## config.mk

```make
export PLATFORM = sky130hd
export DESIGN_NAME = imm_gen_pipe
export DESIGN_NICKNAME = d
export VERILOG_FILES = /design/src/rtl/imm_gen_pipe.sv
export SDC_FILE = /design/constraint.sdc
export NUM_CORES = 1
export LEC_CHECK = 0
export CAP_MARGIN = 20
export CORE_MARGIN = 2
export CORE_UTILIZATION = 39
export DETAILED_ROUTE_END_ITERATION = 6
export PLACE_DENSITY = 0.72
export SETUP_SLACK_MARGIN = 0.1
export SLEW_MARGIN = 20
export SYNTH_ARGS = -nofsm -noshare
export SYNTH_HDL_FRONTEND = slang
export SYNTH_SLANG_ARGS = --single-unit
```

## constraint.sdc

```tcl
create_clock -name CLK -period 2.1 [get_ports CLK]
set_input_delay 0.315 -clock CLK [delete_from_list [all_inputs] [get_ports CLK]]
set_output_delay 0.315 -clock CLK [all_outputs]
set_load 0.03 [all_outputs]
```

## src/rtl/imm_gen_pipe.sv

```systemverilog
// Pipelined RV immediate generator with valid/ready output, stall/flush and illegal-select counter.
// Optional: define IMM_GEN_OPCODE_DECODE_EN to derive the format from the opcode instead of SELECT[2:0].
module imm_gen_pipe #(
  parameter int unsigned XLEN    = 32,
  parameter int unsigned LATENCY = 1,
  parameter int unsigned CNT_W   = 16
) (
  input  logic             CLK,
  input  logic             RESET,
  input  logic             IN_VALID,
  output logic             IN_READY,
  input  logic [31:0]      INSTRUCTION,
  input  logic [3:0]       SELECT,
  input  logic             FLUSH,
  output logic             OUT_VALID,
  input  logic             OUT_READY,
  output logic [XLEN-1:0]  OUT,
  output logic             ILLEGAL,
  output logic [CNT_W-1:0] ILLEGAL_COUNT
);

  localparam int unsigned SHAMT_W = (XLEN == 64) ? 6 : 5;
  localparam int unsigned LAST    = LATENCY - 1;

  localparam logic [2:0] FMT_U     = 3'b000;
  localparam logic [2:0] FMT_J     = 3'b001;
  localparam logic [2:0] FMT_I     = 3'b010;
  localparam logic [2:0] FMT_B     = 3'b011;
  localparam logic [2:0] FMT_S     = 3'b100;
  localparam logic [2:0] FMT_SHAMT = 3'b101;
  localparam logic [2:0] FMT_ZIMM  = 3'b110;
  localparam logic [2:0] FMT_ILL   = 3'b111;

  logic [2:0]      fmt_c;
  logic            unused_c;
  logic            sgn_c;
  logic [31:0]     v32_c;
  logic            ill_c;
  logic [XLEN-1:0] imm_c;
  logic            adv_c;

  logic [LATENCY-1:0] vld_q, vld_d;
  logic [LATENCY-1:0] ill_q, ill_d;
  logic [XLEN-1:0]    imm_q [LATENCY];
  logic [XLEN-1:0]    imm_d [LATENCY];
  logic [CNT_W-1:0]   cnt_q, cnt_d;

`ifdef IMM_GEN_OPCODE_DECODE_EN
  // Format from the major opcode; SELECT[3] still requests zero extension.
  always_comb begin
    fmt_c = FMT_ILL;
    case (INSTRUCTION[6:0])
      7'b0110111, 7'b0010111: fmt_c = FMT_U;
      7'b1101111:             fmt_c = FMT_J;
      7'b1100111, 7'b0000011: fmt_c = FMT_I;
      7'b0010011:             fmt_c = (INSTRUCTION[13:12] == 2'b01) ? FMT_SHAMT : FMT_I;
      7'b1100011:             fmt_c = FMT_B;
      7'b0100011:             fmt_c = FMT_S;
      7'b1110011:             fmt_c = INSTRUCTION[14] ? FMT_ZIMM : FMT_ILL;
      default:                fmt_c = FMT_ILL;
    endcase
  end
  assign unused_c = ^SELECT[2:0];
`else
  assign fmt_c    = SELECT[2:0];
  assign unused_c = ^INSTRUCTION[6:0];
`endif

  // Immediate extraction; v32_c is already extended to 32 bits, bit 31 drives the XLEN extension.
  always_comb begin
    sgn_c = ~SELECT[3] & INSTRUCTION[31];
    v32_c = '0;
    ill_c = 1'b0;
    case (fmt_c)
      FMT_U: v32_c = {INSTRUCTION[31:12], 12'b0};
      FMT_J: v32_c = {{11{sgn_c}}, INSTRUCTION[31], INSTRUCTION[19:12],
                      INSTRUCTION[20], INSTRUCTION[30:21], 1'b0};
      FMT_I: v32_c = {{20{sgn_c}}, INSTRUCTION[31:20]};
      FMT_B: v32_c = {{19{sgn_c}}, INSTRUCTION[31], INSTRUCTION[7],
                      INSTRUCTION[30:25], INSTRUCTION[11:8], 1'b0};
      FMT_S: v32_c = {{20{sgn_c}}, INSTRUCTION[31:25], INSTRUCTION[11:7]};
      FMT_SHAMT: v32_c = 32'(INSTRUCTION[20 +: SHAMT_W]);
      FMT_ZIMM:  v32_c = 32'(INSTRUCTION[19:15]);
      default:   ill_c = 1'b1;
    endcase
    imm_c       = {XLEN{v32_c[31]}};
    imm_c[31:0] = v32_c;
  end

  assign adv_c    = OUT_READY | ~vld_q[LAST];
  assign IN_READY = adv_c;

  // Whole pipe shifts together or holds; flush kills every valid bit regardless of the stall.
  always_comb begin
    vld_d = vld_q;
    ill_d = ill_q;
    imm_d = imm_q;
    if (adv_c) begin
      vld_d[0] = IN_VALID;
      ill_d[0] = ill_c;
      imm_d[0] = imm_c;
      for (int i = 1; i < int'(LATENCY); i++) begin
        vld_d[i] = vld_q[i-1];
        ill_d[i] = ill_q[i-1];
        imm_d[i] = imm_q[i-1];
      end
    end
    if (FLUSH) begin
      vld_d = '0;
    end
  end

  // Saturating count of illegal selects that are accepted and survive the same-cycle flush.
  always_comb begin
    cnt_d = cnt_q;
    if (IN_VALID && adv_c && !FLUSH && ill_c && !(&cnt_q)) begin
      cnt_d = cnt_q + CNT_W'(1);
    end
  end

  always_ff @(posedge CLK) begin
    if (RESET) begin
      vld_q <= '0;
      ill_q <= '0;
      cnt_q <= '0;
      for (int i = 0; i < int'(LATENCY); i++) begin
        imm_q[i] <= '0;
      end
    end else begin
      vld_q <= vld_d;
      ill_q <= ill_d;
      cnt_q <= cnt_d;
      for (int i = 0; i < int'(LATENCY); i++) begin
        imm_q[i] <= imm_d[i];
      end
    end
  end

  assign OUT_VALID     = vld_q[LAST];
  assign OUT           = imm_q[LAST];
  assign ILLEGAL       = ill_q[LAST];
  assign ILLEGAL_COUNT = cnt_q;

endmodule

```

==> impl_metrics.csv <==
group,metric,value,unit
worst_setup_path,path_class,"primary input to register",
cells_and_area,fin_cells,450,
worst_setup_path,worstSetupEndpointType,"register",
sta,fmax,497,MHz
detailed_routing,drtIter0Drc,97,
run_status,status,"finished clean",
detailed_routing,drc_errors,0,
clock_network,worstSkewPairLatency,300,ps
floorplan,core,5850,um2
sta,min_period,2010,ps
detailed_routing,routed_wl,5960,um
synthesis,seq_area_frac_synth,0.431,
clock_network,cts_sinks,50,
clock_network,cts_buffer_depth,2,
detailed_routing,drt_pre_antenna_iters,4,
global_route,grt_pass1_wl,9730,um
hold_path,hp-class,"primary input to register",
sta,rsz0062_at_grt,"true",
power_and_ir_drop,ir_drop,279,uV
global_route,antenna_found_initial,0,
placement,place_hpwl,4410,um
clock_network,cts_buffers,5,
worst_setup_path,required,2340,ps
placement,dp_slack,-389,ps
global_route,grt_util_all_layers,0.186,
worst_setup_path,cp_slowest_cell,"or4b_4",
worst_setup_path,cp-start-kind,"primary input",
cells_and_area,utilization,0.596,
detailed_routing,ant_nets,0,
floorplan,num_io_pins,92,
detailed_routing,vias,2357,
placement,gp_congestion,0.785,
cells_and_area,area_delta_synth_final,50.1,%
synthesis,synth_warnings,0,
sta,tns,0,ps
sta,finClkSkew,6.46,ps
synthesis,synth_fp_nets,326,
cells_and_area,seqCellArea,1000,um2
sta,final.setup.worst_slack,87.9,ps
synthesis,synth.distinct_cells,34,
floorplan,start_util,0.397,
run,drv_cap,0,
floorplan,rows,28,
floorplan,fp.dieArea,6590,um2
sta,slew_headroom,0.724,
clock_network,cts_hold_buf,0,
synthesis,netlist_area,2320,um2
synthesis,yosys_register_bits,50,
cells_and_area,drive_gt1_frac,0.112,
global_route,grt_pass1_vias,2172,
worst_setup_path,crit_family,"simple AND/OR/NAND/NOR gates",
placement,place_inst,441,
cells_and_area,diodes,0,
sta,hold_viol_final,0,
worst_setup_path,r2r_slack,120,ps
worst_setup_path,path_cells,"clkdlybuf4s50_1 > or4b_4 > or4_4 > or3_1 > a21oi_1",
synthesis,avgSynthCellArea,8.18,um2
global_route,grt_max_degree,49,
power_and_ir_drop,p_leak,1.24,nW
detailed_routing,wl_per_cell,13.2,um
clock_network,cts_htree_levels,2,
power_and_ir_drop,powerDensity,593,nW/um2
worst_setup_path,critPathMaxFanout,4,
sta,setup_viol,0,
clock_network,cts_tree,"yes",
sta,tightestPinTransition,412,ps
cells_and_area,multiInputGateArea,1260,um2
worst_setup_path,path_buf_inv,1,
floorplan,die_y,81.2,um
global_route,grt.overflow.total,0,
floorplan,die-width,81.2,um
sta,fin_crit_sh,0.958,
clock_network,clkSlewWorstSetupHoldPaths,90,ps
clock_network,root_buffer,"clkbuf_8",
worst_setup_path,arrival,2250,ps
detailed_routing,vias_per_cell,5.24,
cells_and_area,fill_cells,555,
placement,port_buffers,84,
cells_and_area,nets,416,
synthesis,syn_inst,284,
sta,drv_slew,0,
worst_setup_path,slowest_delay,560,ps
-- report_power, final --
part,switching [mW],leakage (nW),internal [mW]
Clock,0.307,0.0585,0.389
Combinational,0.195,0.774,0.180
Sequential,0.0174,0.408,0.981
-- cell usage after synthesis (all sizes together) --
| cell type | count | area (um2) |
|---|---|---|
| o21ai | 13 | 65.1 |
| mux2i | 3 | 30.0 |
| and2 | 1 | 6.26 |
| nor2b | 9 | 56.3 |
| dfxtp | 50 | 1000 |
| a2bb2oi | 1 | 8.76 |
| inv | 6 | 22.5 |
| ha | 1 | 12.5 |
| nand3 | 6 | 30.0 |
| a21oi | 32 | 160 |
| nor3 | 9 | 45.0 |
| a31oi | 1 | 6.26 |
| a22oi | 17 | 128 |
| mux2 | 6 | 67.6 |
| nand4 | 6 | 37.5 |
| a221oi | 5 | 43.8 |
| nor4 | 6 | 43.8 |
| and4 | 1 | 8.76 |
| xnor2 | 10 | 87.6 |
| nor3b | 2 | 15.0 |
| or3 | 5 | 31.3 |
| and3 | 1 | 6.26 |
| or4b | 1 | 10.0 |
| or2 | 1 | 6.26 |
| nor4b | 1 | 8.76 |
| o21a | 9 | 67.6 |
| nor2 | 39 | 146 |
| or4 | 1 | 7.51 |
| clkbuf | 21 | 78.8 |
| a211oi | 1 | 7.51 |
| nand2b | 1 | 6.26 |
| nand2 | 17 | 63.8 |
| nand3b | 1 | 7.51 |
-- worst paths after layout --
kind	start	endpoint	cells past startpoint
setup / recovery	FLUSH	ILLEGAL_COUNT[13]	5
setup reg to reg	OUT_VALID	ILLEGAL_COUNT[13]	5
hold / removal	RESET	ILLEGAL_COUNT[4]	2
hold reg to reg	OUT[4]	OUT[4]	2
-- area by class of cell --
class | count | area share
inverters | 6 | 0.00646
flip-flops and latches | 50 | 0.288
clock buffers | 7 | 0.0248
clock inverters | 1 | 0.00861
repair buffers | 104 | 0.283
multi-input cells | 207 | 0.362
well taps | 75 | 0.0269
-- kinds of logic (layout without fill, tap and decap cells) --
kind of cell               count (synthesis)  count (layout)  share of synthesized area
adders and majority gates                  1               1                    0.00538
DFF                                       50              50                      0.431
AOI/OAI and AO/OA                         79              79                      0.209
muxes                                      9               9                     0.0420
buffers and inverters                     27             118                     0.0436
and+or+nand+nor                          108             108                      0.231
xor gates and xnor gates                  10              10                     0.0377
-- through the flow --
step	instance area, um2	hold slack [ps]	total power [mW]
after floorplan	2350	384	1.21
after global routing	3490	337	2.17
final	3490	330	2.07
after detailed placement	3350	447	1.40
after global placement	3350	443	1.39
after CTS	3480	327	2.09
-- placed cells by master, fill, tap and decap left out, types with 2 or more instances in the layout --
cell type and count:
nor4_1 3, a221oi_1 5, or3_1 5, clkbuf_8 6
nand4_1 6, o21ai_0 13, nor2b_1 8, nand3_1 5
nor4_2 2, a22oi_1 17, inv_1 6, nand2_1 17
dfxtp_1 49, o21a_1 9, clkdlybuf4s50_1 78, xnor2_1 10
buf_4 19, a21oi_1 32, nor3b_1 2, mux2i_1 3
dlygate4sd2_1 5, nor2_1 39, mux2_2 6, nor3_1 9
-- sequential cells by signal, summed over array words and instances (netlist names) --
signal / cells
ILLEGAL: 1
OUT_VALID: 1
OUT: 32
ILLEGAL_COUNT: 16
-- per-layer routing --
| layer | part of all wire | GRT usage | wire [um] | up-vias |
|---|---|---|---|---|
| li1 | - | - | - | 1193 |
| met1 | 0.44 | 0.225 | 2640 | 1083 |
| met2 | 0.48 | 0.322 | 2840 | 76 |
| met3 | 0.074 | 0.0533 | 440 | 5 |
| met4 | 0.0067 | 0.0492 | 40 | 0 |
| met5 | 0 | 0 | 0 | - |
-- timing repair --
item,in CTS,in global routing
setup endpoints to repair,8,3
pin swaps,1,2
setup buffers,0,1
gates resized for setup,9,1
Power figures use the tool's default switching activity.
